--- config.mk ---
export PLATFORM = sky130hd
export DESIGN_NAME = safe_softmax_exp2_pipe
export DESIGN_NICKNAME = d
export VERILOG_FILES = /design/src/rtl/safe_softmax_exp2_pipe.sv
export SDC_FILE = /design/constraint.sdc
export NUM_CORES = 1
export LEC_CHECK = 0
export ABC_CLOCK_PERIOD_IN_PS = 8000
export BUFFER_PORTS_ARGS = -buffer_cell sky130_fd_sc_hd__buf_4
export CORE_MARGIN = 2
export CORE_UTILIZATION = 60
export CTS_BUF_LIST = sky130_fd_sc_hd__clkbuf_16
export CTS_CLUSTER_SIZE = 12
export DETAILED_ROUTE_END_ITERATION = 8
export PLACE_DENSITY = 0.78
export SLEW_MARGIN = 20
export SYNTH_ARGS = -nofsm -noshare
export SYNTH_HDL_FRONTEND = slang
export SYNTH_SLANG_ARGS = --single-unit
--- constraint.sdc ---
create_clock -name I_CLK -period 8 [get_ports I_CLK]
set_clock_uncertainty 0.2 [all_clocks]
set_input_delay 1.2 -clock I_CLK [delete_from_list [all_inputs] [get_ports I_CLK]]
set_output_delay 1.2 -clock I_CLK [all_outputs]
set_load 0.02 [all_outputs]
--- src/rtl/safe_softmax_exp2_pipe.sv ---
// safe_softmax_exp2_pipe
// Multi-lane 2^x unit for max-subtracted scores (x <= 0), placed between the
// max-subtract stage and the exp-sum accumulator.
//   S1: clamp x > 0 to 0 and flag it; split x into a right-shift amount and
//       a fraction (segment index + offset inside the segment)
//   S2: chord slope times offset, full-width product
//   S3: base + truncated product, shifted right by the integer part; masking
// All stages advance together on en = ~O_VLD | I_RDY, so bubbles also hold
// under backpressure.
module safe_softmax_exp2_pipe #(
    parameter int D_W    = 16,
    parameter int FRAC_W = 13,
    parameter int SEG    = 4,
    parameter int LANES  = 1
) (
    input  logic                 I_CLK,
    input  logic                 I_RST_N,
    input  logic                 I_VLD,
    output logic                 O_RDY,
    input  logic [LANES*D_W-1:0] I_X,
    input  logic [LANES-1:0]     I_MASK,
    input  logic                 I_LAST,
    output logic                 O_VLD,
    input  logic                 I_RDY,
    output logic [LANES*D_W-1:0] O_Y,
    output logic                 O_LAST,
    output logic [LANES-1:0]     O_ERR
);

    localparam int IDX_W = $clog2(SEG);
    localparam int OFF_W = FRAC_W - IDX_W;
    // Integer part of a clamped x lies in [-2^(SH_W-1), 0], so -n fits SH_W bits.
    localparam int SH_W  = D_W - FRAC_W;
    // 2^(i/SEG) < 2 and the chord slope stays below 2*ln2, so both fit FRAC_W+1 bits.
    localparam int A_W   = FRAC_W + 1;
    localparam int B_W   = FRAC_W + 1;
    localparam int P_W   = B_W + OFF_W;
    localparam int M_W   = FRAC_W + 2;

    typedef logic [SEG-1:0][A_W-1:0] a_rom_t;
    typedef logic [SEG-1:0][B_W-1:0] b_rom_t;

    // Segment base values: round(2^(i/SEG) * 2^FRAC_W).
    function automatic a_rom_t gen_a_rom();
        a_rom_t rom;
        real    scale;
        scale = real'(longint'(1) << FRAC_W);
        for (int i = 0; i < SEG; i++) begin
            rom[i] = A_W'($rtoi(2.0 ** (real'(i) / real'(SEG)) * scale + 0.5));
        end
        return rom;
    endfunction

    // Chord slopes, scaled by SEG so that offset * slope needs one shift by FRAC_W.
    function automatic b_rom_t gen_b_rom();
        b_rom_t rom;
        real    scale;
        real    lo;
        real    hi;
        scale = real'(longint'(1) << FRAC_W);
        for (int i = 0; i < SEG; i++) begin
            lo     = 2.0 ** (real'(i) / real'(SEG));
            hi     = 2.0 ** (real'(i + 1) / real'(SEG));
            rom[i] = B_W'($rtoi((hi - lo) * real'(SEG) * scale + 0.5));
        end
        return rom;
    endfunction

    localparam a_rom_t A_ROM = gen_a_rom();
    localparam b_rom_t B_ROM = gen_b_rom();

    logic                        en;
    logic [LANES-1:0][D_W-1:0]   x_lane;

    logic                        s1_vld_q,  s1_vld_d;
    logic                        s1_last_q, s1_last_d;
    logic [LANES-1:0][SH_W-1:0]  s1_sh_q,   s1_sh_d;
    logic [LANES-1:0][IDX_W-1:0] s1_idx_q,  s1_idx_d;
    logic [LANES-1:0][OFF_W-1:0] s1_off_q,  s1_off_d;
    logic [LANES-1:0]            s1_mask_q, s1_mask_d;
    logic [LANES-1:0]            s1_err_q,  s1_err_d;

    logic                        s2_vld_q,  s2_vld_d;
    logic                        s2_last_q, s2_last_d;
    logic [LANES-1:0][SH_W-1:0]  s2_sh_q,   s2_sh_d;
    logic [LANES-1:0][IDX_W-1:0] s2_idx_q,  s2_idx_d;
    logic [LANES-1:0][P_W-1:0]   s2_p_q,    s2_p_d;
    logic [LANES-1:0]            s2_mask_q, s2_mask_d;
    logic [LANES-1:0]            s2_err_q,  s2_err_d;

    logic                        o_vld_q,   o_vld_d;
    logic                        o_last_q,  o_last_d;
    logic [LANES-1:0][D_W-1:0]   o_y_q,     o_y_d;
    logic [LANES-1:0]            o_err_q,   o_err_d;

    assign x_lane = I_X;
    assign en     = ~o_vld_q | I_RDY;

    assign O_RDY  = en;
    assign O_VLD  = o_vld_q;
    assign O_Y    = o_y_q;
    assign O_LAST = o_last_q;
    assign O_ERR  = o_err_q;

    // S1: clamp positive inputs, split into shift / segment index / offset.
    always_comb begin
        logic             pos;
        logic [D_W-1:0]   xc;
        pos       = 1'b0;
        xc        = '0;
        s1_vld_d  = s1_vld_q;
        s1_last_d = s1_last_q;
        s1_sh_d   = s1_sh_q;
        s1_idx_d  = s1_idx_q;
        s1_off_d  = s1_off_q;
        s1_mask_d = s1_mask_q;
        s1_err_d  = s1_err_q;
        if (en) begin
            s1_vld_d = I_VLD;
            if (I_VLD) begin
                s1_last_d = I_LAST;
                for (int k = 0; k < LANES; k++) begin
                    pos          = ~x_lane[k][D_W-1] & (|x_lane[k][D_W-2:0]);
                    xc           = pos ? '0 : x_lane[k];
                    s1_err_d[k]  = pos;
                    s1_mask_d[k] = I_MASK[k];
                    // sh = -floor(x): two's-complement negate of the integer field
                    s1_sh_d[k]   = ~xc[D_W-1:FRAC_W] + SH_W'(1);
                    s1_idx_d[k]  = xc[FRAC_W-1 -: IDX_W];
                    s1_off_d[k]  = xc[OFF_W-1:0];
                end
            end
        end
    end

    // S2: full-width slope * offset product; truncation happens once in S3.
    always_comb begin
        s2_vld_d  = s2_vld_q;
        s2_last_d = s2_last_q;
        s2_sh_d   = s2_sh_q;
        s2_idx_d  = s2_idx_q;
        s2_p_d    = s2_p_q;
        s2_mask_d = s2_mask_q;
        s2_err_d  = s2_err_q;
        if (en) begin
            s2_vld_d = s1_vld_q;
            if (s1_vld_q) begin
                s2_last_d = s1_last_q;
                s2_sh_d   = s1_sh_q;
                s2_idx_d  = s1_idx_q;
                s2_mask_d = s1_mask_q;
                s2_err_d  = s1_err_q;
                for (int k = 0; k < LANES; k++) begin
                    s2_p_d[k] = P_W'(B_ROM[s1_idx_q[k]]) * P_W'(s1_off_q[k]);
                end
            end
        end
    end

    // S3: interpolate, apply the integer shift and the mask into the output register.
    always_comb begin
        logic [M_W-1:0] m;
        m        = '0;
        o_vld_d  = o_vld_q;
        o_last_d = o_last_q;
        o_y_d    = o_y_q;
        o_err_d  = o_err_q;
        if (en) begin
            o_vld_d = s2_vld_q;
            // Data only moves with a real beat, so outputs keep their last value
            // across bubbles.
            if (s2_vld_q) begin
                o_last_d = s2_last_q;
                for (int k = 0; k < LANES; k++) begin
                    m = M_W'(A_ROM[s2_idx_q[k]]) + M_W'(s2_p_q[k] >> FRAC_W);
                    // A logical shift by >= M_W already yields zero.
                    if (s2_mask_q[k]) begin
                        o_y_d[k] = '0;
                    end else begin
                        o_y_d[k] = D_W'(m >> s2_sh_q[k]);
                    end
                    o_err_d[k] = s2_err_q[k] & ~s2_mask_q[k];
                end
            end
        end
    end

    // Pipeline registers; reset empties the pipe and clears the outputs.
    always_ff @(posedge I_CLK or negedge I_RST_N) begin
        if (!I_RST_N) begin
            s1_vld_q  <= 1'b0;
            s1_last_q <= 1'b0;
            s1_sh_q   <= '0;
            s1_idx_q  <= '0;
            s1_off_q  <= '0;
            s1_mask_q <= '0;
            s1_err_q  <= '0;
            s2_vld_q  <= 1'b0;
            s2_last_q <= 1'b0;
            s2_sh_q   <= '0;
            s2_idx_q  <= '0;
            s2_p_q    <= '0;
            s2_mask_q <= '0;
            s2_err_q  <= '0;
            o_vld_q   <= 1'b0;
            o_last_q  <= 1'b0;
            o_y_q     <= '0;
            o_err_q   <= '0;
        end else begin
            s1_vld_q  <= s1_vld_d;
            s1_last_q <= s1_last_d;
            s1_sh_q   <= s1_sh_d;
            s1_idx_q  <= s1_idx_d;
            s1_off_q  <= s1_off_d;
            s1_mask_q <= s1_mask_d;
            s1_err_q  <= s1_err_d;
            s2_vld_q  <= s2_vld_d;
            s2_last_q <= s2_last_d;
            s2_sh_q   <= s2_sh_d;
            s2_idx_q  <= s2_idx_d;
            s2_p_q    <= s2_p_d;
            s2_mask_q <= s2_mask_d;
            s2_err_q  <= s2_err_d;
            o_vld_q   <= o_vld_d;
            o_last_q  <= o_last_d;
            o_y_q     <= o_y_d;
            o_err_q   <= o_err_d;
        end
    end

endmodule

==> impl_results.html <==
<table>
<tr><th>Metric</th><th>Value</th></tr>
<tr><th colspan="2">Detailed routing</th></tr>
<tr><td>Average wire per standard cell</td><td>about 17 um</td></tr>
<tr><td>Total vias in the final route</td><td>~6,400</td></tr>
<tr><td>Post-route antenna net violation count</td><td>0</td></tr>
<tr><td>First drt pass iteration count</td><td>5</td></tr>
<tr><td>DRC violation count after routing</td><td>0</td></tr>
<tr><td>Detailed Route WL</td><td>between 15,000 and 20,000 um</td></tr>
<tr><td>Violation count after the first detailed-route iteration</td><td>between 400 and 500</td></tr>
<tr><td>Detail-routed via count per cell</td><td>approximately 5.7</td></tr>
<tr><th colspan="2">Worst setup path</th></tr>
<tr><td>Path type of the worst setup path</td><td>flop to flop</td></tr>
<tr><td>Nature of the critical path startpoint</td><td>flop</td></tr>
<tr><td>Maximum fanout along the worst path</td><td>22</td></tr>
<tr><td>Endpoint arrival time on the critical path</td><td>between 6000 and 7000 ps</td></tr>
<tr><td>Required time at the endpoint of the critical path</td><td>around 8000 ps</td></tr>
<tr><td>Element type at the critical path end</td><td>flop</td></tr>
<tr><th colspan="2">Timing</th></tr>
<tr><td>Actual transition at the worst max-transition pin</td><td>around 810 ps</td></tr>
<tr><td>Count of final max-slew check failures</td><td>0</td></tr>
<tr><td>Post-route minimum period</td><td>just under 7000 ps</td></tr>
<tr><td>Setup Total Neg Slack</td><td>0 ps</td></tr>
<tr><td>Part of the cycle the worst path needs</td><td>0.845</td></tr>
<tr><td>Relative slew slack</td><td>0.457</td></tr>
<tr><td>Unrepaired setup endpoints after global routing</td><td>no</td></tr>
<tr><td>Achievable clock frequency</td><td>~0.15 GHz</td></tr>
<tr><td>Final number of hold-violating endpoints</td><td>0</td></tr>
<tr><td>Final setup violation count</td><td>0</td></tr>
<tr><th colspan="2">Clock network</th></tr>
<tr><td>Clock sink count</td><td>~60</td></tr>
<tr><td>H-tree depth reported by CTS</td><td>3</td></tr>
<tr><td>Number of cells upsized or downsized after cts</td><td>0</td></tr>
<tr><td>Inserted Clock Buffers</td><td>9</td></tr>
<tr><td>Clock transition at path regs</td><td>~60 ps</td></tr>
<tr><td>Hold bufs inserted after CTS</td><td>0</td></tr>
<tr><td>Clock Latency Late Sink</td><td>roughly 330 ps</td></tr>
<tr><td>CTS tree</td><td>built</td></tr>
<tr><td>Root buf cell</td><td>sky130_fd_sc_hd__clkbuf_16</td></tr>
<tr><td>Maximum buffer depth of the clock tree</td><td>2</td></tr>
<tr><td>Buffers inserted by post-CTS timing repair</td><td>0</td></tr>
<tr><th colspan="2">Global routing</th></tr>
<tr><td>Antenna violations before repair</td><td>0</td></tr>
<tr><td>Maximum number of pins on one net before global-route repair</td><td>60</td></tr>
<tr><td>Number of global-route vias before repair</td><td>roughly 6,500</td></tr>
<tr><td>Total congestion overflow</td><td>0</td></tr>
<tr><td>Global-route wire length before repair</td><td>between 30,000 and 40,000 um</td></tr>
<tr><td>Total routing resource utilization after global routing</td><td>0.277</td></tr>
<tr><th colspan="2">Placement</th></tr>
<tr><td>Total half-perimeter wirelength after legalization and detailed placement</td><td>15,100 um</td></tr>
<tr><td>Instance area at placement</td><td>between 8000 and 9000 um2</td></tr>
<tr><td>Routability congestion estimate</td><td>~1.0</td></tr>
<tr><td>Count of port buffers added during placement</td><td>40</td></tr>
<tr><td>Number of placed instances with taps included</td><td>around 1,100</td></tr>
<tr><th colspan="2">Logic synthesis</th></tr>
<tr><td>FF+latch count, synth</td><td>59</td></tr>
<tr><td>Leading cell type by number of instances after synthesis</td><td>sky130_fd_sc_hd__inv_1</td></tr>
<tr><td>FFs w/ async S/R, synth</td><td>1.00</td></tr>
<tr><td>Gate Count Post-Synth</td><td>923</td></tr>
<tr><td>Synth Cell Area</td><td>between 8000 and 9000 um2</td></tr>
<tr><td>YS warnings</td><td>0</td></tr>
<tr><td>Number of synthesized flops with an enable pin</td><td>0</td></tr>
<tr><td>Portion of the post-synthesis area used by sequential elements</td><td>0.181</td></tr>
<tr><td>Synth cell count leaders</td><td>160 x sky130_fd_sc_hd__inv_1, 115 x sky130_fd_sc_hd__nand2_1, 96 x sky130_fd_sc_hd__fa_1, 84 x sky130_fd_sc_hd__ha_1, 59 x sky130_fd_sc_hd__dfrtp_1</td></tr>
<tr><td>Cell type with the highest aggregate area in the netlist</td><td>sky130_fd_sc_hd__fa_1</td></tr>
<tr><td>Area contributors post-synth</td><td>sky130_fd_sc_hd__fa_1 24%, sky130_fd_sc_hd__dfrtp_1 18%, sky130_fd_sc_hd__ha_1 13%</td></tr>
<tr><td>Number of different library cells in the post-synthesis netlist</td><td>68</td></tr>
<tr><td>Synth top area share</td><td>0.235</td></tr>
<tr><td>Avg Cell Area, Syn</td><td>between 8 and 9 um2</td></tr>
<tr><td>Predominant post-synthesis flop cell</td><td>sky130_fd_sc_hd__dfrtp_1</td></tr>
<tr><th colspan="2">Cells and area</th></tr>
<tr><td>Number of standard cells in the final layout excluding fillers</td><td>~1,100</td></tr>
<tr><td>Synth-to-layout area growth</td><td>8.13%</td></tr>
<tr><td>Inserted Diodes</td><td>0</td></tr>
<tr><td>Final Cell Area</td><td>a little under 9000 um2</td></tr>
<tr><td>Fraction of final layout cells with drive strength greater than 1</td><td>0.0948</td></tr>
<tr><td>Fillers</td><td>1,079</td></tr>
<tr><td>Layout Nets</td><td>around 1,100</td></tr>
<tr><th colspan="2">Floorplan</th></tr>
<tr><td>Die Area</td><td>around 15,000 um2</td></tr>
<tr><td>Initial core utilization</td><td>0.617</td></tr>
<tr><td># IOs</td><td>42</td></tr>
<tr><td>Row Count</td><td>42</td></tr>
<tr><td>Vertical extent of the die</td><td>121 um</td></tr>
<tr><td>Placeable core region</td><td>approximately 13,000 um2</td></tr>
<tr><td>Die span in x</td><td>about 120 um</td></tr>
<tr><th colspan="2">Pwr</th></tr>
<tr><td>Share of total power consumed by net switching</td><td>0.509</td></tr>
<tr><td>Net switching power</td><td>1.68 mW</td></tr>
<tr><td>Gate power share</td><td>0.713</td></tr>
<tr><td>Sequential Power Share</td><td>0.170</td></tr>
<tr><td>Maximum vdd drop</td><td>approximately 0.21 mV</td></tr>
<tr><td>Leak</td><td>~4.5 nW</td></tr>
<tr><td>Internal portion of total power</td><td>~1.6 mW</td></tr>
<tr><td>Fraction of power consumed by the clock network</td><td>0.117</td></tr>
<tr><td>PwrDens</td><td>roughly 370 nW/um2</td></tr>
<tr><th colspan="2">Hold path</th></tr>
<tr><td>Hold WC Path Type</td><td>flop to flop</td></tr>
<tr><th colspan="2">Job</th></tr>
<tr><td>Max-cap check violation count</td><td>0</td></tr>
<tr><th colspan="2">Run status</th></tr>
<tr><td>Run status</td><td>complete, no violations</td></tr>
</table>
==> logic make-up (layout without fill, tap and decap cells) <==
| family | after synthesis | after routing | synth area share |
|---|---|---|---|
| adders and majority gates | 180 | 180 | 0.364 |
| xor gates and xnor gates | 21 | 21 | 0.0225 |
| other | 2 | 4 | 0.000919 |
| buffers and inverters | 203 | 217 | 0.0947 |
| AOI/OAI and AO/OA | 147 | 147 | 0.128 |
| muxes | 18 | 18 | 0.0299 |
| DFF | 59 | 59 | 0.181 |
| and+or+nand+nor | 293 | 293 | 0.179 |
==> path summary, 6_finish.rpt <==
check                            start    endpoint  slack, ps  depth (start not counted)
setup / recovery           s1_idx_q[0]  s2_p_q[18]       1240                         18
max in group asynchronous      I_RST_N  s2_sh_q[1]       6350                          1
hold / removal                s1_err_q    s1_err_q        280                          2
min in group asynchronous      I_RST_N     O_Y[14]        730                          1
hold reg to reg               s1_err_q    s1_err_q        280                          2
setup reg to reg           s1_idx_q[0]  s2_p_q[18]       1240                         18
==> critical path: stages, from the launching register on <==
cell                       delay (ps)
sky130_fd_sc_hd__dfrtp_1          590
sky130_fd_sc_hd__inv_1            170
sky130_fd_sc_hd__ha_1             720
sky130_fd_sc_hd__nand2_1          240
sky130_fd_sc_hd__fa_1             600
sky130_fd_sc_hd__fa_1             440
sky130_fd_sc_hd__fa_1             490
sky130_fd_sc_hd__inv_1             50
sky130_fd_sc_hd__fa_1             540
sky130_fd_sc_hd__inv_1             60
sky130_fd_sc_hd__fa_1             530
sky130_fd_sc_hd__inv_1             40
sky130_fd_sc_hd__ha_1             330
sky130_fd_sc_hd__and4_1           210
sky130_fd_sc_hd__a221oi_1         350
sky130_fd_sc_hd__nor3_1           160
sky130_fd_sc_hd__o311a_1          370
sky130_fd_sc_hd__or3_1            310
sky130_fd_sc_hd__a31o_2           240
==> metal layers <==
| metal | routed length (um) | GRT usage | vias to the layer above |
|---|---|---|---|
| met3 | 1180 | 0.0491 | 25 |
| met4 | 274 | 0.0596 | 0 |
| met2 | 8830 | 0.447 | 215 |
| li1 | - | - | 3054 |
| met1 | 8390 | 0.396 | 3103 |
| met5 | 0 | 0 | - |
==> power groups by stage <==
stage          Sequential [mW]  Clock (mW)  Combinational, mW
2_1_floorplan            0.502           0               1.80
6_report                 0.561       0.388               2.36
3_5_place_dp             0.563           0               2.32
4_1_cts                  0.558       0.390               2.34
3_3_place_gp             0.558           0               2.27
5_1_grt                  0.580       0.406               2.69
==> placed cells by master, fill, tap and decap left out, types with 5 or more instances in the layout <==
cell	Yosys	final
sky130_fd_sc_hd__a211oi_1	6	6
sky130_fd_sc_hd__a21o_1	6	6
sky130_fd_sc_hd__a21oi_1	16	16
sky130_fd_sc_hd__a31oi_1	5	5
sky130_fd_sc_hd__and2_1	41	41
sky130_fd_sc_hd__buf_4	1	41
sky130_fd_sc_hd__clkbuf_16	0	9
sky130_fd_sc_hd__dfrtp_1	59	58
sky130_fd_sc_hd__fa_1	96	96
sky130_fd_sc_hd__ha_1	84	84
sky130_fd_sc_hd__inv_1	160	160
sky130_fd_sc_hd__mux2_2	11	11
sky130_fd_sc_hd__nand2_1	115	115
sky130_fd_sc_hd__nand2b_1	18	18
sky130_fd_sc_hd__nand3_1	20	20
sky130_fd_sc_hd__nand4_1	11	11
sky130_fd_sc_hd__nor2_1	25	25
sky130_fd_sc_hd__nor2b_1	23	23
sky130_fd_sc_hd__nor3_1	16	16
sky130_fd_sc_hd__o211ai_1	8	8
sky130_fd_sc_hd__o21ai_0	41	41
sky130_fd_sc_hd__o21bai_1	5	5
sky130_fd_sc_hd__o31ai_1	7	7
sky130_fd_sc_hd__or2_2	5	5
sky130_fd_sc_hd__xnor2_1	13	13
sky130_fd_sc_hd__xor2_1	8	8
==> state kept, by name, summed over array words and instances, names as in the netlist, 2 cells and up <==
register,count
s1_idx_q,2
s2_idx_q,2
s2_sh_q,3
O_Y,15
s1_sh_q,3
s2_p_q,12
s1_off_q,11
==> per-stage QoR <==
stage	hold WS [ps]	power (mW)	setup slack, ps	util
global placement	253	2.83	1480	0.644
floorplan	240	2.30	1990	-
detailed placement	265	2.88	1260	0.644
CTS	282	3.29	1270	0.667
global route	301	3.68	847	0.667
finish	278	3.31	1240	0.667
==> area by class of cell <==
cell class / instances / area [um2] / area share
multi-input cells: 663 / 5930 / 0.671
flip-flops and latches: 59 / 1480 / 0.167
inverters: 160 / 601 / 0.0680
repair buffers: 41 / 308 / 0.0348
clock buffers: 9 / 225 / 0.0255
well taps: 176 / 220 / 0.0249
clock inverters: 7 / 75.1 / 0.00850
No activity file was read; power rests on OpenSTA's default activity.
